$ cat src/rtl/wr_arb_pkg.sv
// Shared constants for the SRAM write-port arbiter: FSM encoding, mode encoding
// and the default priority width.
package wr_arb_pkg;
  localparam logic [0:0] IDLE      = 1'b0;
  localparam logic [0:0] BUSY      = 1'b1;
  localparam int         PRI_W_DEF = 3;
  localparam logic       MODE_SP   = 1'b0;
  localparam logic       MODE_WRR  = 1'b1;
endpackage

$ cat src/rtl/wrr_sp_arbiter_if.sv
// Request/grant bundle between the ingress ports (master) and the write arbiter (slave).
interface wrr_sp_arbiter_if
  import wr_arb_pkg::*;
#(
  parameter int num_of_ports = 16,
  parameter int pri_w        = PRI_W_DEF,
  parameter int sel_w        = $clog2(num_of_ports)
);
  logic                            sp0_wrr1;
  logic [num_of_ports-1:0]         req;
  logic [num_of_ports*pri_w-1:0]   priority_in;
  logic                            done;
  logic                            grant_valid;
  logic [sel_w-1:0]                select;
  logic [num_of_ports-1:0]         grant_onehot;

  modport master (
    output sp0_wrr1, req, priority_in, done,
    input  grant_valid, select, grant_onehot
  );

  modport slave (
    input  sp0_wrr1, req, priority_in, done,
    output grant_valid, select, grant_onehot
  );
endinterface

$ cat src/rtl/rr_find_first.sv
// Rotating priority encoder: first set bit of req searching start, start+1, ...
// with wrap modulo num_of_ports.
module rr_find_first #(
  parameter int num_of_ports = 16,
  parameter int sel_w        = $clog2(num_of_ports)
) (
  input  logic [num_of_ports-1:0] req,
  input  logic [sel_w-1:0]        start,
  output logic                    found,
  output logic [sel_w-1:0]        idx
);
  int unsigned      c;
  logic [sel_w-1:0] cand;

  // Walk offsets from farthest to nearest so the nearest hit is written last.
  always_comb begin
    found = |req;
    idx   = start;
    c     = 0;
    cand  = '0;
    for (int unsigned k = 0; k < num_of_ports; k++) begin
      c = 32'(start) + (num_of_ports - 1 - k);
      if (c >= num_of_ports) c = c - num_of_ports;
      cand = sel_w'(c);
      if (req[cand]) idx = cand;
    end
  end
endmodule

$ cat src/rtl/wrr_sp_arbiter.sv
// Packet-granular write-port arbiter: strict priority or weighted round robin
// (weight = priority+1), grant held until the datapath pulses done.
module wrr_sp_arbiter
  import wr_arb_pkg::*;
#(
  parameter int num_of_ports = 16,
  parameter int pri_w        = PRI_W_DEF,
  parameter int sel_w        = $clog2(num_of_ports)
) (
  input  logic             clk,
  input  logic             rst_n,
  wrr_sp_arbiter_if.slave  bus
);
  logic [0:0]              state;
  logic                    grant_valid_q;
  logic [sel_w-1:0]        select_q;
  logic [num_of_ports-1:0] grant_onehot_q;
  logic [sel_w-1:0]        rr_ptr;
  logic [pri_w-1:0]        credit;
  logic                    last_mode;

  logic [pri_w-1:0]        pri_arr [num_of_ports];
  logic [sel_w-1:0]        rr_start;
  logic                    ff_found;
  logic [sel_w-1:0]        ff_idx;
  logic [pri_w-1:0]        credit_eff;
  logic                    arb_go;
  logic [sel_w-1:0]        win_sel;
  logic [num_of_ports-1:0] win_onehot;
  logic [sel_w-1:0]        nxt_rr;
  logic [pri_w-1:0]        nxt_credit;

  // SP reduction: each stage keeps the best (priority, index) seen so far;
  // strict '>' leaves ties with the lower index.
  for (genvar i = 0; i < num_of_ports; i++) begin : sp_stage
    logic             vld;
    logic [pri_w-1:0] best;
    logic [sel_w-1:0] idx;
    assign pri_arr[i] = bus.priority_in[i*pri_w +: pri_w];
    if (i == 0) begin : g_first
      assign vld  = bus.req[0];
      assign best = pri_arr[0];
      assign idx  = '0;
    end else begin : g_next
      logic take;
      assign take = bus.req[i] && (!sp_stage[i-1].vld || pri_arr[i] > sp_stage[i-1].best);
      assign vld  = sp_stage[i-1].vld || bus.req[i];
      assign best = take ? pri_arr[i] : sp_stage[i-1].best;
      assign idx  = take ? sel_w'(i) : sp_stage[i-1].idx;
    end
  end

  assign rr_start = (rr_ptr == sel_w'(num_of_ports - 1)) ? '0 : rr_ptr + 1'b1;

  rr_find_first #(
    .num_of_ports (num_of_ports),
    .sel_w        (sel_w)
  ) u_rr_find_first (
    .req   (bus.req),
    .start (rr_start),
    .found (ff_found),
    .idx   (ff_idx)
  );

  // A mode change discards any leftover WRR credit before this arbitration.
  assign credit_eff = (bus.sp0_wrr1 != last_mode) ? '0 : credit;

  always_comb begin
    arb_go     = sp_stage[num_of_ports-1].vld;
    win_sel    = sp_stage[num_of_ports-1].idx;
    nxt_rr     = rr_ptr;
    nxt_credit = '0;
    if (bus.sp0_wrr1 == MODE_WRR) begin
      arb_go = ff_found;
      if (bus.req[rr_ptr] && credit_eff != '0) begin
        win_sel    = rr_ptr;
        nxt_credit = credit_eff - 1'b1;
      end else begin
        win_sel    = ff_idx;
        nxt_rr     = ff_idx;
        nxt_credit = pri_arr[ff_idx];
      end
    end
    win_onehot          = '0;
    win_onehot[win_sel] = 1'b1;
  end

  always_ff @(posedge clk or negedge rst_n) begin
    if (!rst_n) begin
      state          <= IDLE;
      grant_valid_q  <= 1'b0;
      select_q       <= '0;
      grant_onehot_q <= '0;
      rr_ptr         <= sel_w'(num_of_ports - 1);
      credit         <= '0;
      last_mode      <= MODE_SP;
    end else begin
      case (state)
        IDLE: begin
          if (arb_go) begin
            state          <= BUSY;
            grant_valid_q  <= 1'b1;
            select_q       <= win_sel;
            grant_onehot_q <= win_onehot;
            rr_ptr         <= nxt_rr;
            credit         <= nxt_credit;
            last_mode      <= bus.sp0_wrr1;
          end
        end
        BUSY: begin
          if (bus.done) begin
            state          <= IDLE;
            grant_valid_q  <= 1'b0;
            grant_onehot_q <= '0;
          end
        end
        default: state <= IDLE;
      endcase
    end
  end

  assign bus.grant_valid  = grant_valid_q;
  assign bus.select       = select_q;
  assign bus.grant_onehot = grant_onehot_q;
endmodule

$ cat src/flat_wrapper.sv
// flat-port wrapper written by rule: the top's interface ports become plain ports
module wrr_sp_arbiter_flat import wr_arb_pkg::*;
#(
  parameter int num_of_ports = 16,
  parameter int pri_w        = PRI_W_DEF,
  parameter int sel_w        = $clog2(num_of_ports)
)
  (clk, rst_n, bus_sp0_wrr1, bus_req, bus_priority_in, bus_done, bus_grant_valid, bus_select, bus_grant_onehot);
  wrr_sp_arbiter_if #(.num_of_ports(num_of_ports), .pri_w(pri_w), .sel_w(sel_w)) bus_i ();
  input  logic clk;
  input  logic rst_n;
  input wire logic [$bits(bus_i.sp0_wrr1)-1:0] bus_sp0_wrr1;
  input wire logic [$bits(bus_i.req)-1:0] bus_req;
  input wire logic [$bits(bus_i.priority_in)-1:0] bus_priority_in;
  input wire logic [$bits(bus_i.done)-1:0] bus_done;
  output wire logic [$bits(bus_i.grant_valid)-1:0] bus_grant_valid;
  output wire logic [$bits(bus_i.select)-1:0] bus_select;
  output wire logic [$bits(bus_i.grant_onehot)-1:0] bus_grant_onehot;
  assign bus_i.sp0_wrr1 = bus_sp0_wrr1;
  assign bus_i.req = bus_req;
  assign bus_i.priority_in = bus_priority_in;
  assign bus_i.done = bus_done;
  assign bus_grant_valid = bus_i.grant_valid;
  assign bus_select = bus_i.select;
  assign bus_grant_onehot = bus_i.grant_onehot;
  wrr_sp_arbiter #(.num_of_ports(num_of_ports), .pri_w(pri_w), .sel_w(sel_w)) u_core (.clk(clk), .rst_n(rst_n), .bus(bus_i));
endmodule
$ cat config.mk
export PLATFORM = sky130hd
export DESIGN_NAME = wrr_sp_arbiter_flat
export DESIGN_NICKNAME = d
export VERILOG_FILES = /design/src/rtl/wr_arb_pkg.sv /design/src/rtl/wrr_sp_arbiter_if.sv /design/src/rtl/rr_find_first.sv /design/src/rtl/wrr_sp_arbiter.sv /design/src/flat_wrapper.sv
export SDC_FILE = /design/constraint.sdc
export NUM_CORES = 1
export LEC_CHECK = 0
export CORE_MARGIN = 4
export CORE_UTILIZATION = 45
export CTS_BUF_LIST = sky130_fd_sc_hd__clkbuf_8
export DETAILED_ROUTE_END_ITERATION = 8
export PLACE_DENSITY = 0.75
export SLEW_MARGIN = 25
export SYNTH_ARGS = -nofsm -noshare
export SYNTH_HDL_FRONTEND = slang
export SYNTH_SLANG_ARGS = --single-unit
$ cat constraint.sdc
create_clock -name clk -period 9.6 [get_ports clk]
set_input_delay 2.4 -clock clk [delete_from_list [all_inputs] [get_ports clk]]
set_output_delay 2.4 -clock clk [all_outputs]
set_load 0.005 [all_outputs]
# After elaboration in Yosys (flattened, before gate mapping)
# Cells that the tools add are included.
# word_totals
register_bits	30
in_bits	68
word_cells	280
# op_classes
add_sub_neg	33
order_cmp	51
n_eq_ne	4
mux	116
bitwise	2
n_reduce_logical	67
# op_table
operator	n
4-bit 2-to-1 mux	49
4-bit by 5-bit < comparator with 1-bit output, second input constant	18
5-bit >= comparator, second input constant	16
1-bit binary-select mux with 4-bit select	17
4-bit by 1-bit subtractor with 4-bit output, second input constant	16
3-bit 2-to-1 mux	19
3-bit > comparator	15
4-bit by 4-bit adder with 5-bit output, second input constant	8
16-bit 2-to-1 mux	2
16-bit one-hot mux with 2 select lines	1
1-bit logical OR	30
1-bit 2-to-1 mux	24
4-bit by 3-bit adder with 5-bit output, second input constant	4
1-bit logical AND	17
16-bit OR reduction	1
1-bit logical NOT	15
3-bit binary-select mux with 4-bit select	1
4-bit by 2-bit adder with 5-bit output, second input constant	2
4-bit by 1-bit adder with 5-bit output, second input constant	1
4-bit by 5-bit >= comparator with 1-bit output, second input constant	1
4-bit NOT with 5-bit output	1
4-bit by 1-bit adder with 4-bit output, second input constant	1
1-bit demux with 4-bit select	1
4-bit == test, second input constant	1
10 further kinds	12

# Depth between registers and ports, before layout
# Gate-level depths: netlist (run 1).
# depth
word_depth	67
mapped_depth	109

# Cells and area by module
# A second synthesis (run 1) with hierarchy kept.
# unflattened
cells_unflattened	864
area_unflattened_um2	6932.9
# by_module_without_submodules
mod	n_inst	cells_each	area_per_inst_um2
wrr_sp_arbiter	1	598	4575.6
rr_find_first	1	266	2357.3

# Least setup slack after synthesis (run 1)
# OpenSTA, ideal clock, no wires.
# synth_path
path_kind	input to register
startpoint	in bus_priority_in[2]
endpoint	reg u_core.grant_onehot_q[3], in the netlist u_core.bus.grant_onehot[3]
arrival_ns	22.759
path_slack_ns	-13.254
stages	107
cell_sequence	inv_1 -> ha_1 -> and3_1 -> o21a_1 -> nor2_2 -> mux2_2 -> ha_1 -> nor2_1 -> nor2_1 -> nor2_1 -> a221oi_2 -> a2bb2oi_2 -> nand2b_1 -> mux2_2 -> ha_1 -> nor2_1 -> o21ai_0 -> o2bb2ai_1 -> [71 not listed] -> mux2_2 -> ha_1 -> nor2b_1 -> o21a_1 -> o21ai_0 -> a21boi_1 -> nand2_1 -> o21a_1 -> ha_1 -> nor2b_1 -> o21a_1 -> o21ai_0 -> o21ai_0 -> a21oi_1 -> nor2b_1 -> or3b_4 -> o31a_1 -> o31ai_1
# synth_via
elab_chain_len	67
elab_cells_between_ends	82
cone_classes	17 x order compare; 34 x mux; 31 x reduce/logical
# synth_rtl
element	line	source
start: declaration	flat_wrapper.sv:14	input wire logic [$bits(bus_i.priority_in)-1:0] bus_priority_in;
3-bit > comparator	wrr_sp_arbiter.sv:46	assign take = bus.req[i] && (!sp_stage[i-1].vld || pri_arr[i] > sp_stage[i-1].best);
1-bit logical OR	wrr_sp_arbiter.sv:46	
1-bit logical AND	wrr_sp_arbiter.sv:46	
3-bit 2-to-1 mux	wrr_sp_arbiter.sv:48	assign best = take ? pri_arr[i] : sp_stage[i-1].best;
3-bit > comparator	wrr_sp_arbiter.sv:46	
1-bit logical OR	wrr_sp_arbiter.sv:46	
1-bit logical AND	wrr_sp_arbiter.sv:46	
3-bit 2-to-1 mux	wrr_sp_arbiter.sv:48	
[51 not listed]	n/a	
4-bit 2-to-1 mux (*)	wrr_sp_arbiter.sv:49	assign idx = take ? sel_w'(i) : sp_stage[i-1].idx;
4-bit 2-to-1 mux (*)	wrr_sp_arbiter.sv:73	if (bus.sp0_wrr1 == MODE_WRR) begin
4-bit by 5-bit < comparator with 1-bit output (not written as such) / 4-bit by 1-bit >= comparator with 1-bit output (equally long branches)	wrr_sp_arbiter.sv:85	win_onehot[win_sel] = 1'b1;
1-bit logical AND (not written as such)	wrr_sp_arbiter.sv:85	
1-bit 2-to-1 mux (not written as such)	wrr_sp_arbiter.sv:85	
1-bit demux with 4-bit select (*)	n/a	
16-bit 2-to-1 mux (*)	wrr_sp_arbiter.sv:100	if (arb_go) begin
16-bit one-hot mux with 2 select lines (*)	wrr_sp_arbiter.sv:98	case (state)
end signal: assignment	wrr_sp_arbiter.sv:104	grant_onehot_q <= win_onehot;
end: declaration	wrr_sp_arbiter.sv:17	logic [num_of_ports-1:0] grant_onehot_q;
# Mark *: on every way between the ends. The rest lies on a longest branch, timed or not. The select of a mux whose other input is x is not followed.
# A chain may end at the register's enable or synchronous reset.

# Final worst setup path (run 1)
# layout_path
startpoint	in bus_priority_in[1]
endpoint	reg u_core.grant_onehot_q[2], in the netlist u_core.bus.grant_onehot[2]
# The elaborated chain is that of the path after synthesis.

==> results of run 1 <==
## repair_timing
item,4_1_cts,5_1_grt
cloned,1,0
resized for setup,80,29
endpoints found under the setup margin,20,20
pin swaps,58,36
buffers inserted,51,14
## area by class of cell
cell class / instances / area (µm²) / area share [%]
inverters: 43 / 174 / 1.82
multi-input cells: 669 / 5590 / 58.6
repair buffers: 328 / 2710 / 28.4
well taps: 172 / 215 / 2.26
clock inverters: 2 / 12.5 / 0.131
flip-flops and latches: 30 / 756 / 7.92
clock buffers: 6 / 82.6 / 0.865
## stage by stage
stage	TNS, ns	util [%]	cell area [µm²]	worst slack [ns]	hold WS [ns]
2_1_floorplan	-232.79	-	6250	-11.77	0.455
3_3_place_gp	-241.26	68.6	8690	-12.19	0.458
3_5_place_dp	-262.31	68.7	8700	-13.25	0.464
4_1_cts	-237.61	73.1	9260	-12.00	0.480
5_1_grt	-271.96	75.3	9540	-13.70	0.513
6_report	-255.99	75.3	9540	-12.94	0.480
## cell families (layout without fill, tap and decap cells)
family / Yosys count / in the layout / synth area share [%]
simple gates: 281 / 281 / 21.9
buf+inv: 70 / 379 / 4.70
mux: 75 / 75 / 19.1
compound gates: 266 / 266 / 32.2
xor+xnor: 13 / 13 / 2.07
flops: 30 / 30 / 12.9
fa+ha+maj: 34 / 34 / 7.09
## worst reg2reg max path: stages (launching register included)
cell and delay (ns):
dfstp_2 0.81, inv_1 0.10, ha_1 0.76, inv_2 0.30, ha_1 0.29, a21oi_1 0.18
a21boi_1 0.29, nor3_1 0.11, o21bai_1 0.26, o21bai_1 0.20, a21o_1 0.18, a22o_1 0.22
a31oi_1 0.19, o22ai_1 0.11, o311a_1 0.32, a211oi_1 0.41, xnor2_2 0.15, buf_4 0.32
mux4_2 0.55, mux2i_1 0.22, mux2i_1 0.13, o21ai_0 0.21, o21ai_0 0.12
## state kept, by name, indices dropped and copies added, names as in the netlist
signal                   cells
u_core.bus.grant_onehot     16
u_core.bus.grant_valid       1
u_core.bus.select            4
u_core.credit                3
u_core.last_mode             1
u_core.rr_ptr                4
u_core.state                 1
## worst min path at each step
stage	from	end	slack, ns	cells after the start
after floorplan	u_core.credit[1]$_DFFE_PN0P_	u_core.credit[1]$_DFFE_PN0P_	0.46	2
after global placement	u_core.bus.select[3]$_DFFE_PN0P_	u_core.bus.select[3]$_DFFE_PN0P_	0.46	2
after detailed placement	u_core.bus.select[3]$_DFFE_PN0P_	u_core.bus.select[3]$_DFFE_PN0P_	0.46	2
after CTS	u_core.bus.select[3]$_DFFE_PN0P_	u_core.bus.select[3]$_DFFE_PN0P_	0.48	2
after global routing	u_core.bus.select[3]$_DFFE_PN0P_	u_core.bus.select[3]$_DFFE_PN0P_	0.51	2
final	u_core.bus.select[3]$_DFFE_PN0P_	u_core.bus.select[3]$_DFFE_PN0P_	0.48	2
## per-layer routing
| metal | share of wire, % | up-vias | track usage (%) | routed length [µm] |
|---|---|---|---|---|
| li1 | - | 3536 | - | - |
| met1 | 37 | 3851 | 40.1 | 9960 |
| met2 | 46 | 647 | 54.4 | 12500 |
| met3 | 10 | 183 | 5.25 | 2780 |
| met4 | 6.7 | 0 | 13.4 | 1810 |
| met5 | 0 | - | 0 | 0 |
## power by group
| group | switching, µW | internal, µW | leakage [µW] |
|---|---|---|---|
| clock network | 51.5 | 57.6 | 0.0000472 |
| registers | 69.2 | 184 | 0.000385 |
| logic | 2150 | 1770 | 0.00366 |
| total | 2270 | 2020 | 0.00409 |
## cells in the final DEF, fill, tap and decap left out, drive strengths merged, types with 4 or more instances in the layout
master	synthesis	routed
o21bai	8	8
nand2b	9	9
mux2i	31	31
a41oi	4	4
o31ai	23	23
mux4	28	28
a21boi	4	4
o21ai	53	53
a31oi	13	13
o21a	12	12
maj3	4	4
nor4	4	4
o211ai	16	16
or2	5	5
mux2	16	16
ha	30	30
clkbuf	19	6
nand2	92	92
a21o	9	9
nand3b	5	5
nor2	94	94
a22o	4	4
a32o	9	9
dfstp	4	4
clkdlybuf4s50	0	81
nand3	17	17
o22ai	7	7
and2	10	10
nor2b	12	12
a21oi	52	52
o31a	5	5
a31o	5	5
buf	8	246
or3	8	8
a211oi	11	11
xnor2	12	12
inv	42	42
nor3	14	14
dfrtp	26	26
==> flow_summary_export.csv, run 1 <==
group,metric,value,unit
status,status,"finished with violations",
status,violations,"setup timing",
setup_path,r2r_end,"u_core.credit[0]$_DFFE_PN0P_",
setup_path,cp.depth,111,
setup_path,crit_start,"bus_priority_in[1]",
routing,antenna_left,0,
job,maxCapViolCount,0,
grt,gr-usage-all-layers,31.9,%
finish,drive_gt1_share,40.1,%
setup_path,r2r_setup_slack,3.01,ns
clock_tree,cts_buffers,5,
setup_path,crit_slowest_cell,"a2111oi_4",
finish,final_cells,1250,
timing,setup_violations,20,
synthesis,synth_edf_count,0,
routing,routedWlPerCell,21.7,µm
synthesis,synth_common_cells,"93 x nor2_1, 92 x nand2_1, 51 x a21oi_1",
setup_path,slowest_delay,0.45,ns
die,row_count,41,
routing,drt-total-wl,27100,µm
setup_path,startpoint_type,"primary input",
synthesis,ys_seq_area_share,12.9,%
timing,drv_slew,0,
setup_path,critPathArrivalTime,22.72,ns
timing,hold_viol,0,
finish,n_fill_cell,824,
die,start_util,46.3,%
power_and_ir_drop,power_leakage,0.00409,µW
finish,finish.net_count,1175,
die,fp.coreArea,0.0127,mm²
synthesis,yosysTopAreaCell,"dfrtp_1",
timing,fmax,44.4,MHz
synthesis,async_flop_share,100,%
grt,grt_overflow,0,
timing,fin_worst_skew,0.00446,ns
clock_tree,cts.htree.levels,2,
grt,grt_pass1_wl,38500,µm
setup_path,cp_data_required_time,9.78,ns
die,dieArea,0.0149,mm²
power_and_ir_drop,p_per_area,449,mW/mm²
placed_design,dp_cells,1193,
grt,antenna_found_initial,0,
setup_path,r2r-start,"u_core.rr_ptr[0]$_DFFE_PN1P_",
die,die_h,122,µm
timing,max_slew_margin,36.9,%
power_and_ir_drop,p_total,4290,µW
grt,grt_pass1_vias,7751,
setup_path,end_kind,"flip-flop",
die,io_pins,89,
timing,setup_ws,-12.94,ns
die,chipWidth,122,µm
synthesis,synth.distinct_cells,81,
worst_hold_path,hp-class,"reg2reg",
placed_design,gp_congestion,1.03,
routing,num_vias,8217,
synthesis,synth-main-ff-cell,"dfrtp_1",
clock_tree,insertion_delay,0.29,ns
placed_design,hpwl,18200,µm
timing,rsz0062_at_grt,"yes",
placed_design,port_buffers,88,
setup_path,crit_buf_inv,8,
setup_path,crit_end,"u_core.bus.grant_onehot[2]$_DFFE_PN0P_",
setup_path,cpLargestDelayFamily,"compound AO/OA/AOI/OAI gates",
power_and_ir_drop,ir_worst_vdd,0.268,mV
clock_tree,cts_tree,"yes",
routing,firstDrtPassIters,8,
timing,layout_min_cycle_time,22.54,ns
synthesis,synth_cells,769,
routing,avgViaCountPerCell,6.57,
clock_tree,ctsHoldBuffers,0,
setup_path,reg2reg_depth,22,
synthesis,syn_nets,867,
synthesis,avgSynthCellArea,7.62,µm²
routing,drt_iter0_markers,1222,
synthesis,ys.warnings.count,0,
setup_path,worstSetupPathType,"in2reg",
synthesis,synth_seq_cells,30,
synthesis,synth_top_area_share,11.1,%
timing,period_share,235,%
finish,areaGrowthSynthToFinish,62.8,%
routing,drc,0,
setup_path,crit_fanout,7,
synthesis,synth_area,0.00586,mm²
setup_path,cp_common_cell,"nor2_4",
clock_tree,path_clk_slew,0.07,ns
clock_tree,cts_buffer_depth,2,
synthesis,yosysMostFrequentCell,"nor2_1",
clock_tree,cts.sinks,30,
grt,grt_max_degree,31,
finish,diodes,0,
timing,tightest_slew,0.928,ns
synthesis,synthTopCellsByArea,"dfrtp_1 11%, mux4_2 11%, ha_1 6.4%, nor2_1 6.0%, nand2_1 5.9%",
clock_tree,cts-root-buf,"clkbuf_8",
Note: power is estimated with default switching activity, not from simulation.
==> inputs of run 2 (changes only) <==
==> constraint.sdc (replaced) <==
create_clock -name clk -period 9.6 [get_ports clk]
set_input_delay 1.92 -clock clk [delete_from_list [all_inputs] [get_ports clk]]
set_output_delay 1.92 -clock clk [all_outputs]
set_load 0.005 [all_outputs]
==> flow_summary_export.csv, run 2 (same netlist as run 1, synthesis figures left out) <==
group,metric,value,unit
die,row_count,41,
setup_path,crit_slowest_cell,"mux2_4",
timing,period_share,225,%
die,start_util,46.3,%
finish,drive_gt1_share,37.9,%
routing,drc,0,
placed_design,pre_cts_ws,-12.68,ns
setup_path,reg2reg_depth,22,
clock_tree,cts_buffer_depth,2,
routing,drt-total-wl,24400,µm
worst_hold_path,hp-class,"reg2reg",
routing,drt_iter0_markers,1012,
setup_path,crit_end,"u_core.bus.grant_onehot[2]$_DFFE_PN0P_",
setup_path,critPathArrivalTime,21.81,ns
placed_design,gp_congestion,1.01,
setup_path,r2r_setup_slack,3.09,ns
timing,tightest_slew,1.06,ns
setup_path,slowest_delay,0.36,ns
setup_path,cp_data_required_time,9.80,ns
routing,antenna_left,0,
routing,num_vias,7810,
grt,grt_max_degree,31,
setup_path,worstSetupPathType,"in2reg",
timing,hold_slack,0.476,ns
timing,setup_violations,20,
die,io_pins,89,
timing,rsz0062_at_grt,"yes",
routing,routedWlPerCell,19.9,µm
die,dieArea,0.0149,mm²
placed_design,port_buffers,88,
timing,fmax,46.3,MHz
timing,drv_slew,0,
clock_tree,ctsHoldBuffers,0,
setup_path,r2r_end,"u_core.credit[0]$_DFFE_PN0P_",
status,violations,"setup timing",
status,status,"finished with violations",
grt,gr-usage-all-layers,29.8,%
clock_tree,cts_buffers,5,
finish,largest_reg_flops,16,
grt,grt_pass1_vias,7541,
timing,setup_ws,-12.01,ns
placed_design,hpwl,18000,µm
timing,max_slew_margin,29.6,%
clock_tree,cts-root-buf,"clkbuf_8",
job,maxCapViolCount,0,
setup_path,r2r-start,"u_core.rr_ptr[0]$_DFFE_PN1P_",
setup_path,end_kind,"flip-flop",
clock_tree,cts.htree.levels,2,
timing,layout_min_cycle_time,21.61,ns
finish,diodes,0,
clock_tree,cts_tree,"yes",
setup_path,crit_start,"bus_priority_in[3]",
die,chipWidth,122,µm
finish,n_fill_cell,910,
grt,antenna_found_initial,0,
finish,final_area,0.00928,mm²
timing,hold_viol,0,
setup_path,crit_fanout,6,
die,fp.coreArea,0.0127,mm²
die,die_h,122,µm
finish,areaGrowthSynthToFinish,58.3,%
grt,grt_overflow,0,
routing,firstDrtPassIters,6,
setup_path,startpoint_type,"primary input",
clock_tree,insertion_delay,0.30,ns
clock_tree,cts.sinks,30,
finish,final_cell_mix,"212 x buf_4, 89 x nand2_1, 81 x clkdlybuf4s50_1",
grt,grt_pass1_wl,36300,µm
timing,fin_worst_skew,0.00750,ns
finish,finish.net_count,1151,
placed_design,placed_area,0.00871,mm²
clock_tree,path_clk_slew,0.07,ns
routing,avgViaCountPerCell,6.37,
finish,mostFrequentLayoutCell,"buf_4",
run 2: cell count changes in the layout (fill, tap and decap cells not counted), moves of 3 or more:
| cell | delta |
|---|---|
| buf_6 | -6 |
| buf_4 | -22 |
| ha_1 | +3 |
| clkbuf_2 | +3 |
run 2: layout make-up:
cell class	count	area (µm²)	share of cell area [%]
inverter	43	169	1.82
tap	172	215	2.32
sequential	30	756	8.14
timing repair buffer	304	2510	27.0
clock buffer	6	82.6	0.890
multi-input combinational	669	5540	59.7
clock inverter	2	12.5	0.135
run 2: layer usage:
layer | GRT usage [%] | vias up | part of all wire [%]
met5 | 0 | - | 0
li1 | - | 3492 | -
met1 | 39.4 | 3728 | 40
met3 | 4.69 | 95 | 9.3
met4 | 9.80 | 0 | 3.5
met2 | 49.8 | 495 | 48
run 2: metrics by stage:
step                std cells  util, %  TNS (ns)
floorplan                 769        -   -223.19
global placement         1194     68.6   -232.16
detailed placement       1194     68.7   -250.88
CTS                      1206     70.2   -232.35
global route             1226     73.2   -256.51
finish                   1226     73.2   -236.65
run 2: critical path: cells and delay by family:
| kind | cells | cell delay, ns |
|---|---|---|
| and+or+nand+nor | 33 | 3.33 |
| AOI/OAI and AO/OA | 43 | 7.52 |
| buffers and inverters | 7 | 0.82 |
| adders and majority gates | 18 | 4.90 |
| muxes | 10 | 3.33 |
run 2: worst min-delay path by stage:
| stage | to | cells past startpoint | start | slack [ns] |
|---|---|---|---|---|
| final | u_core.bus.grant_onehot[11]$_DFFE_PN0P_ | 2 | u_core.bus.grant_onehot[11]$_DFFE_PN0P_ | 0.48 |
| after global routing | u_core.bus.grant_onehot[11]$_DFFE_PN0P_ | 2 | u_core.bus.grant_onehot[11]$_DFFE_PN0P_ | 0.50 |
| after CTS | u_core.bus.select[3]$_DFFE_PN0P_ | 2 | u_core.bus.select[3]$_DFFE_PN0P_ | 0.48 |
| after detailed placement | u_core.bus.select[3]$_DFFE_PN0P_ | 2 | u_core.bus.select[3]$_DFFE_PN0P_ | 0.46 |
| after global placement | u_core.bus.select[3]$_DFFE_PN0P_ | 2 | u_core.bus.select[3]$_DFFE_PN0P_ | 0.46 |
| after floorplan | u_core.credit[1]$_DFFE_PN0P_ | 2 | u_core.credit[1]$_DFFE_PN0P_ | 0.46 |
run 2: timing repair:
action | in CTS | in global routing
setup buffers | 4 | 20
pin swaps | 25 | 40
gates cloned | 0 | 1
endpoints found under the setup margin | 20 | 20
gates resized for setup | 16 | 66
Power of run 2 is not shown: default switching activity piles up to over one toggle a cycle in this logic, so the estimate is an artifact.
==> inputs of run 3 (changes only) <==
- CTS_CLUSTER_SIZE: unset -> 24
==> results of run 3 <==
Final layout, timing and power as in run 2 (identical DEF).
Power of run 3 is left out for the same reason.
